[config.mk]
export PLATFORM = sky130hd
export DESIGN_NAME = rs485_poll_ctrl
export DESIGN_NICKNAME = d
export VERILOG_FILES = /design/src/rtl/rs485_poll_pkg.sv /design/src/rtl/rs485_uart_rx_byte.sv /design/src/rtl/rs485_poll_ctrl.sv
export SDC_FILE = /design/constraint.sdc
export NUM_CORES = 1
export LEC_CHECK = 0
export ABC_AREA = 1
export BUFFER_PORTS_ARGS = -buffer_cell sky130_fd_sc_hd__clkbuf_2
export CORE_MARGIN = 4
export CORE_UTILIZATION = 60
export CTS_BUF_LIST = sky130_fd_sc_hd__clkbuf_4
export CTS_CLUSTER_SIZE = 24
export DETAILED_ROUTE_END_ITERATION = 10
export PLACE_DENSITY = 0.89
export SETUP_SLACK_MARGIN = 0.2
export SLEW_MARGIN = 20
export SYNTH_ARGS = -nofsm -noshare
export SYNTH_HDL_FRONTEND = slang
export SYNTH_SLANG_ARGS = --single-unit
export TNS_END_PERCENT = 10
[constraint.sdc]
create_clock -name clk80MHz -period 3.08 [get_ports clk80MHz]
set_input_delay 0.154 -clock clk80MHz [delete_from_list [all_inputs] [get_ports clk80MHz]]
set_output_delay 0.154 -clock clk80MHz [all_outputs]
set_load 0.03 [all_outputs]
[src/rtl/rs485_poll_pkg.sv]
// Shared constants for the RS-485 telemetry poller: FSM encodings and status bit positions.
package rs485_poll_pkg;

    localparam logic [2:0] StIdle      = 3'd0;
    localparam logic [2:0] StTxGuard   = 3'd1;
    localparam logic [2:0] StTxByte    = 3'd2;
    localparam logic [2:0] StTxRelease = 3'd3;
    localparam logic [2:0] StRxWait    = 3'd4;
    localparam logic [2:0] StRxByte    = 3'd5;
    localparam logic [2:0] StRxGap     = 3'd6;
    localparam logic [2:0] StFinish    = 3'd7;

    localparam logic [1:0] RxIdle  = 2'd0;
    localparam logic [1:0] RxStart = 2'd1;
    localparam logic [1:0] RxData  = 2'd2;

    localparam int unsigned ST_TIMEOUT = 0;
    localparam int unsigned ST_FRAME   = 1;
    localparam int unsigned ST_ECHO    = 2;
    localparam int unsigned ST_CSUM    = 3;

endpackage

[src/rtl/rs485_uart_rx_byte.sv]
// UART byte receiver: 2-FF synchroniser, mid-bit start validation, 8N1 sampling and stop check.
module rs485_uart_rx_byte
    import rs485_poll_pkg::*;
#(
    parameter int unsigned CLKS_PER_BIT = 33
) (
    input  logic       clk80MHz,
    input  logic       rst,
    input  logic       rx_en,
    input  logic       rx_in,
    output logic       rx_busy,
    output logic       byte_valid,
    output logic       frame_err,
    output logic [7:0] byte_data
);

    localparam int unsigned CW = $clog2(CLKS_PER_BIT);
    localparam logic [CW-1:0] FULL_M1 = CW'(CLKS_PER_BIT - 1);
    localparam logic [CW-1:0] HALF_M1 = CW'(CLKS_PER_BIT / 2 - 1);

    logic          rx_s1_q, rx_s2_q, rx_prev_q;
    logic [1:0]    phase_q;
    logic [CW-1:0] cnt_q;
    logic [3:0]    bit_q;
    logic [7:0]    shift_q;
    logic          stop_sample;

    always_ff @(posedge clk80MHz or posedge rst) begin
        if (rst) begin
            rx_s1_q   <= 1'b1;
            rx_s2_q   <= 1'b1;
            rx_prev_q <= 1'b1;
            phase_q   <= RxIdle;
            cnt_q     <= '0;
            bit_q     <= '0;
            shift_q   <= '0;
        end else begin
            rx_s1_q   <= rx_in;
            rx_s2_q   <= rx_s1_q;
            rx_prev_q <= rx_s2_q;
            if (!rx_en) begin
                phase_q <= RxIdle;
            end else begin
                case (phase_q)
                    RxIdle: begin
                        if (rx_prev_q && !rx_s2_q) begin
                            phase_q <= RxStart;
                            cnt_q   <= '0;
                        end
                    end
                    RxStart: begin
                        if (cnt_q == HALF_M1) begin
                            // A line that is high again at mid-start was only a glitch.
                            cnt_q   <= '0;
                            bit_q   <= '0;
                            phase_q <= rx_s2_q ? RxIdle : RxData;
                        end else begin
                            cnt_q <= cnt_q + 1'b1;
                        end
                    end
                    RxData: begin
                        if (cnt_q == FULL_M1) begin
                            cnt_q <= '0;
                            if (bit_q == 4'd8) begin
                                phase_q <= RxIdle;
                            end else begin
                                shift_q <= {rx_s2_q, shift_q[7:1]};
                                bit_q   <= bit_q + 1'b1;
                            end
                        end else begin
                            cnt_q <= cnt_q + 1'b1;
                        end
                    end
                    default: phase_q <= RxIdle;
                endcase
            end
        end
    end

    assign stop_sample = (phase_q == RxData) && (cnt_q == FULL_M1) && (bit_q == 4'd8);
    assign byte_valid  = stop_sample && rx_s2_q;
    assign frame_err   = stop_sample && !rx_s2_q;
    assign byte_data   = shift_q;
    assign rx_busy     = (phase_q == RxData);

endmodule

[src/rtl/rs485_poll_ctrl.sv]
// Half-duplex RS-485 poll master: request byte out, fixed-length response in to a write port.
// Define POLL_CHECKSUM_EN to check the last response byte as a mod-256 sum of the others.
module rs485_poll_ctrl
    import rs485_poll_pkg::*;
#(
    parameter int unsigned CLKS_PER_BIT      = 33,
    parameter int unsigned PKT_LEN           = 20,
    parameter int unsigned TURN_CLKS         = 64,
    parameter int unsigned RESP_TIMEOUT_BITS = 64,
    parameter int unsigned GAP_TIMEOUT_BITS  = 20
) (
    input  logic                       clk80MHz,
    input  logic                       rst,
    input  logic                       poll_req,
    input  logic [7:0]                 poll_addr,
    output logic                       busy,
    output logic                       done,
    output logic [3:0]                 status,
    output logic                       wr_en,
    output logic [$clog2(PKT_LEN)-1:0] wr_addr,
    output logic [7:0]                 wr_data,
    output logic                       UART_TX,
    input  logic                       UART_RX,
    output logic                       UART_dTX,
    output logic                       UART_dRX
);

    localparam int unsigned IDX_W = $clog2(PKT_LEN);
    localparam logic [15:0] TURN_M1 = 16'(TURN_CLKS - 1);
    localparam logic [15:0] CLKS_M1 = 16'(CLKS_PER_BIT - 1);
    localparam logic [15:0] RESP_M1 = 16'(RESP_TIMEOUT_BITS - 1);
    localparam logic [15:0] GAP_M1  = 16'(GAP_TIMEOUT_BITS - 1);
    localparam logic [IDX_W-1:0] LAST_IDX = IDX_W'(PKT_LEN - 1);

    logic [2:0]       state_q;
    logic [15:0]      cnt_q, bit_q;
    logic [7:0]       addr_q;
    logic [8:0]       tx_sr_q;
    logic             tx_q, busy_q, done_q, wr_en_q;
    logic [3:0]       status_q;
    logic [IDX_W-1:0] idx_q, wr_addr_q;
    logic [7:0]       wr_data_q;
`ifdef POLL_CHECKSUM_EN
    logic [7:0]       sum_q;
`endif

    logic       rx_en, rx_busy, byte_valid, frame_err;
    logic [7:0] byte_data;

    assign rx_en = (state_q == StRxWait) || (state_q == StRxByte) || (state_q == StRxGap);

    rs485_uart_rx_byte #(
        .CLKS_PER_BIT(CLKS_PER_BIT)
    ) u_rx (
        .clk80MHz  (clk80MHz),
        .rst       (rst),
        .rx_en     (rx_en),
        .rx_in     (UART_RX),
        .rx_busy   (rx_busy),
        .byte_valid(byte_valid),
        .frame_err (frame_err),
        .byte_data (byte_data)
    );

    always_ff @(posedge clk80MHz or posedge rst) begin
        if (rst) begin
            state_q   <= StIdle;
            cnt_q     <= '0;
            bit_q     <= '0;
            addr_q    <= '0;
            tx_sr_q   <= '1;
            tx_q      <= 1'b1;
            busy_q    <= 1'b0;
            done_q    <= 1'b0;
            status_q  <= '0;
            idx_q     <= '0;
            wr_en_q   <= 1'b0;
            wr_addr_q <= '0;
            wr_data_q <= '0;
`ifdef POLL_CHECKSUM_EN
            sum_q     <= '0;
`endif
        end else begin
            done_q  <= 1'b0;
            wr_en_q <= 1'b0;
            if (done_q) busy_q <= 1'b0;
            case (state_q)
                StIdle: begin
                    // busy_q is still high during the done cycle, so a request there is dropped.
                    if (poll_req && !busy_q) begin
                        busy_q   <= 1'b1;
                        addr_q   <= poll_addr;
                        status_q <= '0;
                        idx_q    <= '0;
                        cnt_q    <= '0;
                        state_q  <= StTxGuard;
`ifdef POLL_CHECKSUM_EN
                        sum_q    <= '0;
`endif
                    end
                end
                StTxGuard: begin
                    if (cnt_q == TURN_M1) begin
                        cnt_q   <= '0;
                        bit_q   <= '0;
                        tx_q    <= 1'b0;
                        tx_sr_q <= {1'b1, addr_q};
                        state_q <= StTxByte;
                    end else begin
                        cnt_q <= cnt_q + 1'b1;
                    end
                end
                StTxByte: begin
                    if (cnt_q == CLKS_M1) begin
                        cnt_q <= '0;
                        if (bit_q == 16'd9) begin
                            state_q <= StTxRelease;
                        end else begin
                            tx_q    <= tx_sr_q[0];
                            tx_sr_q <= {1'b1, tx_sr_q[8:1]};
                            bit_q   <= bit_q + 1'b1;
                        end
                    end else begin
                        cnt_q <= cnt_q + 1'b1;
                    end
                end
                StTxRelease: begin
                    if (cnt_q == TURN_M1) begin
                        cnt_q   <= '0;
                        bit_q   <= '0;
                        state_q <= StRxWait;
                    end else begin
                        cnt_q <= cnt_q + 1'b1;
                    end
                end
                StRxWait, StRxGap: begin
                    if (rx_busy) begin
                        state_q <= StRxByte;
                    end else if (cnt_q == CLKS_M1) begin
                        cnt_q <= '0;
                        if (bit_q == ((state_q == StRxWait) ? RESP_M1 : GAP_M1)) begin
                            status_q[ST_TIMEOUT] <= 1'b1;
                            state_q              <= StFinish;
                        end else begin
                            bit_q <= bit_q + 1'b1;
                        end
                    end else begin
                        cnt_q <= cnt_q + 1'b1;
                    end
                end
                StRxByte: begin
                    if (byte_valid) begin
                        wr_en_q   <= 1'b1;
                        wr_addr_q <= idx_q;
                        wr_data_q <= byte_data;
                        if (idx_q == '0 && byte_data != addr_q) status_q[ST_ECHO] <= 1'b1;
`ifdef POLL_CHECKSUM_EN
                        if (idx_q == LAST_IDX) begin
                            if (byte_data != sum_q) status_q[ST_CSUM] <= 1'b1;
                        end else begin
                            sum_q <= sum_q + byte_data;
                        end
`endif
                        if (idx_q == LAST_IDX) begin
                            state_q <= StFinish;
                        end else begin
                            idx_q   <= idx_q + 1'b1;
                            cnt_q   <= '0;
                            bit_q   <= '0;
                            state_q <= StRxGap;
                        end
                    end else if (frame_err) begin
                        status_q[ST_FRAME] <= 1'b1;
                        state_q            <= StFinish;
                    end
                end
                StFinish: begin
                    done_q  <= 1'b1;
                    state_q <= StIdle;
                end
                default: state_q <= StIdle;
            endcase
        end
    end

    // Both enables decode from one state register, so DE and /RE can never overlap.
    assign UART_dTX = (state_q == StTxGuard) || (state_q == StTxByte) || (state_q == StTxRelease);
    assign UART_dRX = !rx_en;
    assign UART_TX  = tx_q;
    assign busy     = busy_q;
    assign done     = done_q;
    assign status   = status_q;
    assign wr_en    = wr_en_q;
    assign wr_addr  = wr_addr_q;
    assign wr_data  = wr_data_q;

endmodule
==> results of run 1 <==
==> per-stage QoR <==
stage	area (um2)	hold WS [ns]
2_1_floorplan	5612	0.1585
5_1_grt	6070	0.1390
3_3_place_gp	5816	0.2437
6_report	6070	0.1329
3_5_place_dp	5816	0.2494
4_1_cts	6070	0.1030
==> state kept, by name, indices dropped and copies added, names as in the netlist <==
name and cells:
u_rx.cnt_q 6, UART_TX 1, busy 1, tx_sr_q 8
idx_q 5, u_rx.byte_data 8, wr_addr 5, done 1
cnt_q 16, status 3, u_rx.rx_s2_q 1, u_rx.bit_q 4
state_q 3, addr_q 8, u_rx.phase_q 2, wr_data 8
u_rx.rx_s1_q 1, u_rx.rx_prev_q 1, wr_en 1, bit_q 16
==> layout by cell type (no fill, tap or decap), drive strengths merged, types with 12 or more instances in the layout <==
cell type,Yosys,final
dfrtp,87,87
nor3,12,12
xnor2,13,13
a21oi,18,18
ha,14,14
o21ai,54,54
clkbuf,4,42
xor2,24,24
nor2,67,67
dfstp,12,12
nand2,200,200
nand4,28,28
nand3,45,45
inv,82,87
==> path summary, 6_finish.rpt <==
path / from / endpoint / slack [ns] / cells after the start
worst min-delay path: poll_req / status[0] / 0.13 / 5
worst max register to register: u_rx.phase_q[0] / cnt_q[8] / 0.76 / 10
max in group asynchronous: rst / tx_sr_q[0] / 2.01 / 4
min in group asynchronous: rst / cnt_q[12] / 0.35 / 3
worst max-delay path: u_rx.phase_q[0] / cnt_q[8] / 0.76 / 10
worst min register to register: u_rx.rx_s1_q / u_rx.rx_s2_q / 0.38 / 0
==> routing by layer <==
layer | vias up | global-route usage (%) | wire length, um
met5 | - | 0 | 0
met4 | 0 | 7.310 | 241
met3 | 30 | 4.941 | 688
met2 | 156 | 40.68 | 6101
met1 | 2316 | 30.18 | 5263
li1 | 2340 | - | -
==> cells by family (layout without fill, tap and decap cells) <==
family | Yosys count | count (layout) | synth area share (%)
AO/OA/AOI/OAI | 87 | 87 | 8.896
adder cells (fa/ha/maj) | 14 | 14 | 3.122
AND/OR/NAND/NOR | 357 | 357 | 28.45
other | 1 | 1 | 0.06683
flip-flops | 99 | 99 | 44.41
multiplexers | 7 | 7 | 1.249
XOR/XNOR | 37 | 37 | 5.775
buffers and inverters | 101 | 144 | 8.027
==> critical path, cell delays in order, from the launching register on <==
cell and delay [ns]:
dfrtp_1 0.44, inv_1 0.13, ha_1 0.27, nand4_1 0.16
nor2_2 0.20, nand3_1 0.11, nand2_2 0.15, nand2_2 0.19
inv_2 0.33, nand3_1 0.12, a21oi_1 0.15
==> cell type report <==
type / instances / area, um2 / area share [%]
Tap cell: 111 / 138.9 / 2.288
Inverter: 82 / 315.3 / 5.195
Timing Repair Buffer: 46 / 300.3 / 4.947
Clock inverter: 7 / 86.33 / 1.422
Sequential cell: 99 / 2492 / 41.06
Clock buffer: 9 / 67.56 / 1.113
Multi-Input combinational cell: 503 / 2669 / 43.97
==> power by group through the flow <==
stage          Combinational, W  Sequential [W]  Clock (W)
2_1_floorplan         0.0000237         0.00133          0
3_3_place_gp          0.0000405         0.00133          0
3_5_place_dp          0.0000416         0.00133          0
4_1_cts               0.0000517         0.00131   0.000741
5_1_grt               0.0000574         0.00131   0.000797
6_report              0.0000498         0.00131   0.000725
==> what timing repair did <==
item                                    in CTS  in global routing
hold buffers                                10                  0
resized for setup                            0                  0
endpoints found under the setup margin       0                  0
endpoints found under the hold margin       65                  0
setup buffers                                0                  0
==> summary.md, run 1 <==
| Metric | Value |
|---|---|
| Drt total wl | `12,300 um` |
| Initial core utilization | `61.31%` |
| Clk_lat worst skew | `0.47 ns` |
| DR vias | `4,842` |
| I/O Pins | `35` |
| Synthesized area | `5612 um2` |
| Fmax | `430.5 MHz` |
| Die Wd | `104.7 um` |
| Synth cell count leaders | `nand2_1 (192), dfrtp_1 (87), inv_1 (73), nor2_1 (59), nand3_1 (43)` |
| First-pass GRT wire length | `21,660 um` |
| Worst Setup Path Type | `register to register` |
| CTS Root Cell | `clkbuf_4` |
| Largest net degree at the start of global routing | `66` |
| DR iter-0 viols | `269` |
| WP data arrival | `2.72 ns` |
| Slew Viols, Final | `0` |
| Global route total overflow | `0` |
| Final hold violations | `0` |
| RSZ-0062 raised after global routing | `false` |
| Cell with the most instances after synthesis | `nand2_1` |
| CTS H-tree lvls | `3` |
| Unique masters post-synth | `39` |
| Startpoint types | `register` |
| Core ar. | `9153 um2` |
| Max-cap violations | `0` |
| Clk pin slew, worst setup/hold paths | `0.18 ns` |
| Die Area | `10,960 um2` |
| Ratio of cells with drive above 1 in the final layout | `13.81%` |
| Share of the synthesized area in the top cell type | `38.80%` |
| Pre-CTS setup slack | `0.8686 ns` |
| Sequential share of the synthesized area | `44.41%` |
| Filler cells | `730` |
| Status | `finished clean` |
| Worst-path fanout max | `17` |
| Die span in y | `104.7 um` |
| Logic gate share of total power | `2.4%` |
| Worst IR Drop VDD | `381.5 uV` |
| Element type at the critical path end | `register` |
| Critical Path RT | `3.47 ns` |
| GP Congestion | `0.9992` |
| Port bufs | `33` |
| Residual DRC count | `0` |
| Syn Nets | `729` |
| Final Util | `66.32%` |
| Max Buffers Root-to-Sink | `2` |
| Sequential power share | `62.8%` |
| Top post-synthesis cells by area | `dfrtp_1 (39%), nand2_1 (13%), dfstp_2 (5.6%)` |
| Wire per inst | `14.35 um` |
| Vias in the first global route | `4,727` |
| Setup Viol. Count Final | `0` |
| Post-synth ARST share | `100.0%` |
| Antenna viol nets, final | `0` |
| Max Clock Skew | `0.02079 ns` |
| Worst-margin pin slew | `0.7862 ns` |
| Row cnt | `35` |
| Clock power frac | `34.8%` |
| Final min period | `2.323 ns` |
| Post-synth EDFFs | `0` |
| DPL Wire Length | `8769 um` |
| Placed cells | `831` |
| Initial antenna violation count | `0` |
| P_int | `0.001527 W` |
| Final cycle utilization of the critical path | `75.42%` |
| Cell Pwr Density | `342.9 nW/um2` |
| CTS buffer count | `9` |
| Worst Hold Class | `input port to register` |
| Mapped Cells | `703` |
| Sink Count | `99` |
| Tot GR Track Use | `23.70%` |
| Largest area contributor in the netlist | `dfrtp_1` |
| Total power | `0.002081 W` |
| Nets@finish | `767` |
| Slew Limit Headroom | `47.59%` |
| Net switching fraction of the power | `26.63%` |
| N_diodes | `0` |
| Final WS setup | `0.7570 ns` |
| CTS tree | `built` |
| Leak pwr | `2.952 nW` |
| Flops & latches, synth | `99` |
| NetSw | `0.0005542 W` |
| Initial DRT Pass Iterations | `6` |
| Synth-to-Final Area Change | `8.161%` |
| Post-Route Setup TNS | `0 ns` |
| Synth Area per Inst | `7.982 um2` |
| Yosys warnings | `0` |
| Vias per Instance | `5.650` |
| Final Non-Filler Cells | `857` |
| Top FF cell, synth | `dfrtp_1` |
No activity file was read; power rests on OpenSTA's default activity.
==> inputs of run 2 (changes only) <==
Settings changed: ABC_AREA 1 to 0.
Clock period 3.08 ns to 2.4 ns, I/O delays scaled along.
==> run 2 against run 1 <==
Effect of this change: cell area up 7.7%; highest routed layer unchanged; clock power up 24%; sequential cell count unchanged; setup slack worse by 0.72 ns; critical path depth down 4; wire length up 9.9%; hold slack better by 0.11 ns; die area down 3.4%.
==> summary.md, run 2 <==
| Metric | Value |
|---|---|
| Most common cell after layout, fill and taps aside | `dfrtp_1` |
| Routed met3 length | `750 um` |
| Synthesized area | `5404 um2` |
| Slew Viols, Final | `0` |
| Mapped Cells | `543` |
| Clk pin slew, worst setup/hold paths | `0.18 ns` |
| First-pass GRT wire length | `21,360 um` |
| Sequential power share | `38.4%` |
| GP Congestion | `0.8826` |
| Worst Setup Path Type | `register to register` |
| CP max-delay cell | `or4_4` |
| Critical path's largest stage delay | `0.57 ns` |
| WP data arrival | `2.72 ns` |
| Met1 wire length | `5251 um` |
| Share of the synthesized area in the top cell type | `40.29%` |
| Final min period | `2.361 ns` |
| Worst Hold Class | `input port to register` |
| Die Area | `10,590 um2` |
| Crit-path cells | `or4_4 -> nor4_4 -> a21boi_1 -> or2_0 -> and2_0 -> a211oi_1` |
| Syn Nets | `569` |
| Highest-count cells in the layout ignoring fill and taps | `dfrtp_1 (84), nand2_1 (68), buf_4 (51), nor2_1 (46), o21ai_0 (36)` |
| WL met2 | `7179 um` |
| Drt total wl | `13,510 um` |
| Top layer in use | `met4` |
| Port bufs | `33` |
| NetSw | `0.002612 W` |
| Element type at the critical path end | `register` |
| DR iter-0 viols | `316` |
| DR vias | `4,552` |
| RSZ-0062 raised after global routing | `true` |
| Die Wd | `102.9 um` |
| Post-synth EDFFs | `0` |
| Largest net degree at the start of global routing | `68` |
| Row cnt | `34` |
| Placed Area | `5874 um2` |
| Top post-synthesis cells by area | `dfrtp_1 (40%), mux2_2 (6.7%), dfstp_2 (5.8%)` |
| Global route total overflow | `0` |
| CTS tree | `built` |
| Synth Area per Inst | `9.952 um2` |
| Unique masters post-synth | `69` |
| Final instance area | `6539 um2` |
| Startpoint types | `register` |
| Setup Viol. Count Final | `0` |
| Vias in the first global route | `4,571` |
| Final WS setup | `0.03935 ns` |
| I/O Pins | `35` |
| Flops & latches, synth | `99` |
| Clock power frac | `14.7%` |
| Top FF cell, synth | `dfrtp_1` |
| Post-Route Setup TNS | `0 ns` |
| Final hold violations | `0` |
| Pre-CTS setup slack | `-0.1082 ns` |
| Fmax | `423.6 MHz` |
| Tot GR Track Use | `25.52%` |
| CTS Root Cell | `clkbuf_4` |
| Final cycle utilization of the critical path | `98.36%` |
| WP buf/inv | `0` |
| Max-cap violations | `0` |
| Max Buffers Root-to-Sink | `2` |
| Leak pwr | `2.850 nW` |
| Largest area contributor in the netlist | `dfrtp_1` |
| Synth-to-Final Area Change | `21.00%` |
| Post-synth ARST share | `100.0%` |
| Residual DRC count | `0` |
| Logic gate share of total power | `46.8%` |
| Wire per inst | `18.09 um` |
| CTS H-tree lvls | `3` |
| Top Registers | `bit_q: 16 flops, cnt_q: 16 flops` |
| Worst-path fanout max | `3` |
| Worst-margin pin slew | `0.6349 ns` |
| Status | `finished clean` |
| N_diodes | `0` |
| Net switching fraction of the power | `42.71%` |
| Initial DRT Pass Iterations | `5` |
| Nets@finish | `660` |
| Initial antenna violation count | `0` |
| Final Non-Filler Cells | `747` |
| Synth cell count leaders | `dfrtp_1 (87), nand2_1 (69), nor2_1 (48), o21ai_0 (39), mux2_2 (32)` |
| Sequential share of the synthesized area | `46.12%` |
| Clk_lat worst skew | `0.48 ns` |
| Antenna viol nets, final | `0` |
| CTS buffer count | `9` |
| Max Clock Skew | `0.02587 ns` |
| Worst IR Drop VDD | `488.3 uV` |
| DPL Wire Length | `8328 um` |
| Core ar. | `8763 um2` |
| Initial core utilization | `61.66%` |
| CP top delay family | `simple AND/OR/NAND/NOR gates` |
| Cell with the most instances after synthesis | `dfrtp_1` |
| Die span in y | `102.9 um` |
| Ratio of cells with drive above 1 in the final layout | `33.49%` |
| Sink Count | `99` |
| Placed cells | `697` |
| P_int | `0.003505 W` |
| Critical Path RT | `2.76 ns` |
| Vias per Instance | `6.094` |
| Yosys warnings | `0` |
| Slew Limit Headroom | `57.28%` |
| Cell Pwr Density | `935.5 nW/um2` |
==> run 2: cell count changes after synthesis, sizes merged, moves of 10 or more <==
| cell | previous run | this run |
|---|---|---|
| nand3 | 45 | 21 |
| o31ai | 2 | 19 |
| xor2 | 24 | 3 |
| inv | 82 | 26 |
| nor2 | 67 | 48 |
| nand2 | 200 | 69 |
| nand4 | 28 | 6 |
| mux2 | 0 | 32 |
| o21ai | 54 | 43 |
| clkbuf | 4 | 14 |
==> run 2: logic make-up (layout without fill, tap and decap cells) <==
family	after synthesis	in the layout	share of synthesized area, %
xor gates and xnor gates	22	22	3.566
muxes	37	37	7.594
AOI/OAI and AO/OA	98	99	14.15
adders and majority gates	14	14	3.242
buffers and inverters	46	140	3.542
DFF	99	99	46.12
and+or+nand+nor	226	227	21.72
other	1	1	0.06939
==> run 2: repair_timing <==
item / in CTS / in global routing
setup buffers: 14 / 8
gates resized for setup: 23 / 25
hold endpoints to repair: 102 / 0
hold buffers: 10 / 0
endpoints found under the setup margin: 44 / 65
pin swaps: 7 / 14
gates cloned: 2 / 0
==> run 2: final cells by class <==
cell class	count	area [um2]
well taps	108	135.1
multi-input cells	400	2947
inverters	26	101.3
clock inverters	7	78.83
flip-flops and latches	99	2499
clock buffers	9	67.56
repair buffers	98	710.7
fillers	542	2225
==> run 2: per-layer routing <==
layer | vias up | GRT usage, %
li1 | 2095 | -
met1 | 2230 | 30.56
met2 | 188 | 45.49
met3 | 39 | 5.413
met4 | 0 | 8.665
met5 | - | 0
==> run 2: stage by stage <==
stage               hold WS (ns)  utilization (%)  total power [W]
global placement          0.2128            67.03         0.004538
finish                    0.2448            74.61         0.006117
global route              0.2319            74.61         0.006484
detailed placement        0.2169            67.03         0.004655
CTS                       0.2388            72.67         0.005844
floorplan                 0.1245                -         0.003999
==> run 2: final timing paths <==
check | startpoint | endpoint | slack (ns) | cells past startpoint
worst max-delay path | bit_q[13] | state_q[1] | 0.04 | 6
worst min-delay path | UART_RX | u_rx.rx_s1_q | 0.24 | 2
worst max register to register | bit_q[13] | state_q[1] | 0.04 | 6
worst min register to register | u_rx.rx_s1_q | u_rx.rx_s2_q | 0.37 | 0
max in group asynchronous | rst | cnt_q[7] | 1.76 | 4
min in group asynchronous | rst | addr_q[1] | 0.25 | 4
==> run 2: power by group through the flow <==
| stage | logic, W | clock network (W) | registers (W) |
|---|---|---|---|
| detailed placement | 0.00232 | 0 | 0.00234 |
| global placement | 0.00223 | 0 | 0.00231 |
| floorplan | 0.00173 | 0 | 0.00227 |
| finish | 0.00287 | 0.000902 | 0.00235 |
| global route | 0.00310 | 0.000992 | 0.00239 |
| CTS | 0.00261 | 0.000913 | 0.00232 |
